**config.mk**
```make
export PLATFORM = sky130hd
export DESIGN_NAME = wptr_full_ctrl_flat
export DESIGN_NICKNAME = d
export VERILOG_FILES = /design/src/rtl/wptr_full_ctrl_if.sv /design/src/rtl/wptr_full_ctrl.sv /design/src/flat_wrapper.sv
export SDC_FILE = /design/constraint.sdc
export NUM_CORES = 1
export LEC_CHECK = 0
export BUFFER_PORTS_ARGS = -buffer_cell sky130_fd_sc_hd__buf_2
export CORE_ASPECT_RATIO = 2
export CORE_MARGIN = 2
export CORE_UTILIZATION = 51
export CTS_CLUSTER_DIAMETER = 200
export CTS_CLUSTER_SIZE = 16
export DETAILED_ROUTE_END_ITERATION = 8
export PLACE_DENSITY = 0.85
export REMOVE_ABC_BUFFERS = 1
export SETUP_SLACK_MARGIN = 0.5
export SLEW_MARGIN = 10
export SYNTH_ARGS = -nofsm -noshare
export SYNTH_HDL_FRONTEND = slang
export SYNTH_SLANG_ARGS = --single-unit
```
**constraint.sdc**
```tcl
create_clock -name wclk -period 3 [get_ports wclk]
set_input_delay 0 -clock wclk [delete_from_list [all_inputs] [get_ports wclk]]
set_output_delay 0 -clock wclk [all_outputs]
set_load 0.005 [all_outputs]
```
**src/rtl/wptr_full_ctrl_if.sv**
```systemverilog
// Write-side bus of the asynchronous FIFO write-pointer / full controller.
//   master : producer side; drives the write request, the synchronised Gray read
//            pointer and the almost-full threshold; observes status.
//   slave  : the controller itself (wptr_full_ctrl).
// Signals:
//   winc           write request
//   wq2_rptr       Gray read pointer already synchronised into the write clock
//   afull_val      almost-full threshold in entries
//   wen            memory write enable
//   waddr          binary memory write address
//   wptr           registered Gray write pointer
//   wfull          registered full flag
//   wr_almost_full almost-full flag
//   wr_level       registered occupancy seen from the write side
//   wr_count       accepted-write counter (wraps)
//   wr_overflow    write-while-full error
interface wptr_full_ctrl_if #(
    parameter int ADDRESS_WIDTH = 4
);
    logic                     winc;
    logic [ADDRESS_WIDTH:0]   wq2_rptr;
    logic [ADDRESS_WIDTH:0]   afull_val;
    logic                     wen;
    logic [ADDRESS_WIDTH-1:0] waddr;
    logic [ADDRESS_WIDTH:0]   wptr;
    logic                     wfull;
    logic                     wr_almost_full;
    logic [ADDRESS_WIDTH:0]   wr_level;
    logic [ADDRESS_WIDTH:0]   wr_count;
    logic                     wr_overflow;

    modport master (
        output winc, wq2_rptr, afull_val,
        input  wen, waddr, wptr, wfull, wr_almost_full, wr_level, wr_count, wr_overflow
    );

    modport slave (
        input  winc, wq2_rptr, afull_val,
        output wen, waddr, wptr, wfull, wr_almost_full, wr_level, wr_count, wr_overflow
    );
endinterface

```
**src/rtl/wptr_full_ctrl.sv**
```systemverilog
// Write-domain pointer and full/almost-full generation for an asynchronous FIFO.
// Ports:
//   wclk   write-domain clock, all state updates on its rising edge
//   hw_rst asynchronous active-high reset
//   sw_rst synchronous soft reset, honoured only when SOFT_RESET is 2 or 3
//   bus    wptr_full_ctrl_if.slave: winc, wq2_rptr, afull_val in;
//          wen, waddr, wptr, wfull, wr_almost_full, wr_level, wr_count, wr_overflow out
module wptr_full_ctrl #(
    parameter int ADDRESS_WIDTH = 4,
    parameter int DEPTH         = 16,
    parameter int SOFT_RESET    = 0,
    parameter int STICKY_ERROR  = 0
) (
    input logic              wclk,
    input logic              hw_rst,
    input logic              sw_rst,
    wptr_full_ctrl_if.slave  bus
);
    localparam int AW        = ADDRESS_WIDTH;
    localparam bit SOFT_EN   = (SOFT_RESET == 2) || (SOFT_RESET == 3);
    localparam bit STICKY_EN = (STICKY_ERROR == 1);

    if (DEPTH != (1 << ADDRESS_WIDTH)) begin : g_depth_check
        $error("DEPTH must equal 2**ADDRESS_WIDTH");
    end
    if (ADDRESS_WIDTH < 2) begin : g_width_check
        $error("ADDRESS_WIDTH must be at least 2");
    end

    logic [AW:0] wbin_q;
    logic [AW:0] wptr_q;
    logic        wfull_q;
    logic        afull_q;
    logic [AW:0] level_q;
    logic [AW:0] count_q;
    logic        ovf_q;

    logic        wen;
    logic        soft_clr;
    logic        ovf_cond;
    logic [AW:0] wbin_nxt;
    logic [AW:0] wgray_nxt;
    logic [AW:0] full_cmp;
    logic [AW:0] rbin_s;
    logic [AW:0] level_nxt;

    assign wen       = bus.winc & ~wfull_q;
    assign soft_clr  = SOFT_EN & sw_rst;
    assign ovf_cond  = bus.winc & wfull_q;
    assign wbin_nxt  = wbin_q + {{AW{1'b0}}, wen};
    assign wgray_nxt = (wbin_nxt >> 1) ^ wbin_nxt;
    // Full when the write pointer is one lap ahead: top two Gray bits inverted.
    assign full_cmp  = {~bus.wq2_rptr[AW:AW-1], bus.wq2_rptr[AW-2:0]};
    assign level_nxt = wbin_nxt - rbin_s;

    // Gray to binary: each bit is the XOR of itself and all higher bits.
    always_comb begin
        rbin_s = '0;
        for (int i = 0; i <= AW; i++) begin
            rbin_s[i] = ^(bus.wq2_rptr >> i);
        end
    end

    always_ff @(posedge wclk or posedge hw_rst) begin
        if (hw_rst) begin
            wbin_q  <= '0;
            wptr_q  <= '0;
            wfull_q <= 1'b0;
            afull_q <= 1'b0;
            level_q <= '0;
            count_q <= '0;
            ovf_q   <= 1'b0;
        end else if (soft_clr) begin
            wbin_q  <= '0;
            wptr_q  <= '0;
            wfull_q <= 1'b0;
            afull_q <= 1'b0;
            level_q <= '0;
            count_q <= '0;
            ovf_q   <= 1'b0;
        end else begin
            wbin_q  <= wbin_nxt;
            wptr_q  <= wgray_nxt;
            wfull_q <= (wgray_nxt == full_cmp);
            afull_q <= (level_nxt >= bus.afull_val);
            level_q <= level_nxt;
            count_q <= count_q + {{AW{1'b0}}, wen};
            ovf_q   <= STICKY_EN ? (ovf_q | ovf_cond) : ovf_cond;
        end
    end

    assign bus.wen            = wen;
    assign bus.waddr          = wbin_q[AW-1:0];
    assign bus.wptr           = wptr_q;
    assign bus.wfull          = wfull_q;
    // A zero threshold is always met (level >= 0), so forcing the flag here keeps the
    // reset value data-independent in the flop while still reading 1 in and after reset.
    assign bus.wr_almost_full = afull_q | (bus.afull_val == '0);
    assign bus.wr_level       = level_q;
    assign bus.wr_count       = count_q;
    assign bus.wr_overflow    = ovf_q;
endmodule
```
**src/flat_wrapper.sv**
```systemverilog
// flat-port wrapper written by rule: the top's interface ports become plain ports
module wptr_full_ctrl_flat 
#(
    parameter int ADDRESS_WIDTH = 4,
    parameter int DEPTH         = 16,
    parameter int SOFT_RESET    = 0,
    parameter int STICKY_ERROR  = 0
)
  (wclk, hw_rst, sw_rst, bus_winc, bus_wq2_rptr, bus_afull_val, bus_wen, bus_waddr, bus_wptr, bus_wfull, bus_wr_almost_full, bus_wr_level, bus_wr_count, bus_wr_overflow);
  wptr_full_ctrl_if #(.ADDRESS_WIDTH(ADDRESS_WIDTH)) bus_i ();
  input logic wclk;
  input logic hw_rst;
  input logic sw_rst;
  input wire logic [$bits(bus_i.winc)-1:0] bus_winc;
  input wire logic [$bits(bus_i.wq2_rptr)-1:0] bus_wq2_rptr;
  input wire logic [$bits(bus_i.afull_val)-1:0] bus_afull_val;
  output wire logic [$bits(bus_i.wen)-1:0] bus_wen;
  output wire logic [$bits(bus_i.waddr)-1:0] bus_waddr;
  output wire logic [$bits(bus_i.wptr)-1:0] bus_wptr;
  output wire logic [$bits(bus_i.wfull)-1:0] bus_wfull;
  output wire logic [$bits(bus_i.wr_almost_full)-1:0] bus_wr_almost_full;
  output wire logic [$bits(bus_i.wr_level)-1:0] bus_wr_level;
  output wire logic [$bits(bus_i.wr_count)-1:0] bus_wr_count;
  output wire logic [$bits(bus_i.wr_overflow)-1:0] bus_wr_overflow;
  assign bus_i.winc = bus_winc;
  assign bus_i.wq2_rptr = bus_wq2_rptr;
  assign bus_i.afull_val = bus_afull_val;
  assign bus_wen = bus_i.wen;
  assign bus_waddr = bus_i.waddr;
  assign bus_wptr = bus_i.wptr;
  assign bus_wfull = bus_i.wfull;
  assign bus_wr_almost_full = bus_i.wr_almost_full;
  assign bus_wr_level = bus_i.wr_level;
  assign bus_wr_count = bus_i.wr_count;
  assign bus_wr_overflow = bus_i.wr_overflow;
  wptr_full_ctrl #(.ADDRESS_WIDTH(ADDRESS_WIDTH), .DEPTH(DEPTH), .SOFT_RESET(SOFT_RESET), .STICKY_ERROR(STICKY_ERROR)) u_core (.wclk(wclk), .hw_rst(hw_rst), .sw_rst(sw_rst), .bus(bus_i));
endmodule
```
==> flow_summary.ini <==
[final_layout]
multi_input_comb_area_um2 = 747
drive_above_1_share_pct = 39.4
seq_area_um2 = 552
nets = 187
syn2layout_area_growth_pct = 25.3
diodes = 0
fill_cells = 174
final_util_pct = 66.3

[synth]
synth-seq-area-share_pct = 41.5
synth_edf_count = 0
synthAdderAreaFrac_pct = 11.0
syn_avg_cell_area_um2 = 11.0
synth-main-ff-cell = dfrtp_1
ys_seq_elements = 22
muxShareOfSynthArea_pct = 0
synth_xor_area_share_pct = 20.1
synth_cell_types = 37
synth_top_family_by_area = XOR/XNOR gates
yosys.area_share.simple_pct = 11.9
syn-cell-area_mm2 = 0.00133
yosysWarnings = 0
syn_inst = 120
synth-async-reset-ratio_pct = 100
synth_compound_area_share_pct = 8.31

[timing]
setup_viol_count_final = 0
final.setup.tns_ps = 0
max_freq_ghz = 0.420
slew_violations = 0
rsz0062_at_grt = yes
finalCritPeriodShare_pct = 79.4
setup_ws_ps = 618
finClkSkew_ps = 11.2
period_needed_ps = 2380
hold_slack_ps = 31.9
worst_pin_slew_ps = 817
max_slew_margin_pct = 45.5
hold_violations = 0

[power_and_ir_drop]
clock_power_share_pct = 9.3
combPwrFrac_pct = 60.0
p_int_uw = 1150
p_leak_uw = 0.000819
ir_drop_v = 0.000796
share_seq_of_total_power_pct = 30.7
switching_share_pct = 40.7
p_switching_uw = 788
power_density_mw_per_mm2 = 1170

[global_routing]
grt_pass1_wl_mm = 4.22
antenna_found_initial = 0
overflow = 0
grt_max_degree = 23
grt_pass1_vias = 1013
grt_use_total_pct = 19.4

[clocking]
h-tree-depth = 1
clock_latency_ps = 270
cts_tree = built
clk_pin_slew_ps = 80
root_buffer = clkbuf_8
clockBufferDepth = 2
cts_buffers = 3
clock_sinks = 22

[setup_path]
crit_family = adder cells
max_stage_delay_ps = 420
crit_chain = nand2b_4 > xnor2_2 > inv_1 > ha_2 > fa_2 > buf_4 > xnor2_4 > ha_1 > nor2b_1 > o21ai_1 > a21oi_1
reg2reg_slack_ps = 620
worstPathRequired_ps = 3140
cp_max_fo = 5
worst-path-buf-inv = 2
path_class = flip-flop to flip-flop
critPathLaunchType = flip-flop
cp_slowest_cell = dfrtp_1
crit_path_end_kind = flip-flop
arrival_ps = 2530

[run]
cap_violations = 0

[worst_hold_path]
hold_path_class = primary input to flip-flop

[floorplanning]
die-area_mm2 = 0.00305
start_util_pct = 52.9
die_y_um = 76.1
ioPinCount = 37
core_mm2 = 0.00250
fp-row-count = 26
die_w_um = 40.0

[placed_design]
portBuffers = 35
gp_congestion = 0.757
pre_cts_ws_ps = 450
dpl.hpwl_mm = 1.97

[routing]
vias_per_cell = 5.31
post-route-drc-count = 0
routed_wl_mm = 2.75
num_vias = 998
drt_iter0_markers = 26
drtAntennaViolNets = 0
wire_per_inst_um = 14.6
first_pass_iters = 5

[outcome]
status = completed
## worst reg2reg max path, delay by kind of cell, from the launching register on
kind                     cells  cell delay [ps]
AO/OA/AOI/OAI                2              190
adder cells (fa/ha/maj)      3              830
buffers and inverters        2              230
flip-flops                   1              420
XOR/XNOR                     2              280
AND/OR/NAND/NOR              2              310
## power by group through the flow
stage	Clock (uW)	Sequential [uW]	Combinational, uW
after global placement	0	574	949
after detailed placement	0	583	1010
after CTS	182	582	1060
after floorplan	0	597	663
after global routing	203	613	1300
final	181	594	1160
## worst paths after layout
check,cells after the start,to,startpoint
max,11,u_core.afull_q,u_core.bus.wfull
min,2,u_core.bus.wr_overflow,bus_winc
max reg2reg,11,u_core.afull_q,u_core.bus.wfull
min reg2reg,1,u_core.bus.wr_count[4],u_core.bus.wr_count[4]
max in group asynchronous,3,u_core.wbin_q[0],hw_rst
min in group asynchronous,3,u_core.wbin_q[1],hw_rst
## layer usage
metal  wire length, um  track usage [%]  vias to the layer above
met5                 0                0                        -
met4                82             11.0                        0
li1                  -                -                      468
met2              1660             35.0                       23
met1               919             18.0                      499
met3                79             3.21                        8
## Yosys cell counts (2+ instances only)
| cell | number | area [um^2] |
|---|---|---|
| inv_1 | 13 | 48.8 |
| nand3_1 | 3 | 15.0 |
| ha_1 | 10 | 125 |
| a21o_1 | 2 | 15.0 |
| xnor2_1 | 18 | 158 |
| xor2_1 | 5 | 43.8 |
| nand2_1 | 3 | 11.3 |
| dfrtp_1 | 22 | 551 |
| xor2_2 | 3 | 48.8 |
| and2_1 | 3 | 18.8 |
| nor2_1 | 6 | 22.5 |
| a21oi_1 | 6 | 30.0 |
| buf_6 | 2 | 22.5 |
## cell families after synthesis
| group | count (synthesis) |
|---|---|
| buffers and inverters | 19 |
| flip-flops | 22 |
| adder cells (fa/ha/maj) | 11 |
| AND/OR/NAND/NOR | 25 |
| AO/OA/AOI/OAI | 16 |
| XOR/XNOR | 27 |
## registers in the layout, indices dropped and copies added (netlist names)
name	cells
u_core.bus.wr_count	5
u_core.bus.wr_level	5
u_core.wbin_q	5
u_core.bus.wptr	4
u_core.afull_q	1
u_core.bus.wfull	1
u_core.bus.wr_overflow	1
## cell type report
cell class	instances	area share (%)
tap	28	2.11
sequential	22	33.2
inverter	14	3.32
timing repair buffer	42	13.9
multi-input combinational	79	45.0
clock buffer	3	2.49
## per-stage QoR
stage	total power [uW]	std cells	area, um^2
after detailed placement	1590	179	1500
after global placement	1520	179	1500
final	1940	188	1660
after global routing	2120	188	1660
after floorplan	1260	115	1280
after CTS	1820	183	1570
## cell usage in the layout, fill, tap and decap left out, types with 4 or more instances in the layout
cell type / n
buf_2: 35
dfrtp_1: 21
xnor2_1: 16
inv_1: 13
ha_1: 8
nor2_1: 6
buf_4: 6
a21oi_1: 5
xor2_2: 4
## repair_timing
item,in CTS,in global routing
pin swaps,1,2
buffers inserted,0,5
resized for setup,5,9
setup endpoints to repair,1,1
hold endpoints to repair,22,0
hold buffers,1,0
Power figures use the tool's default switching activity.
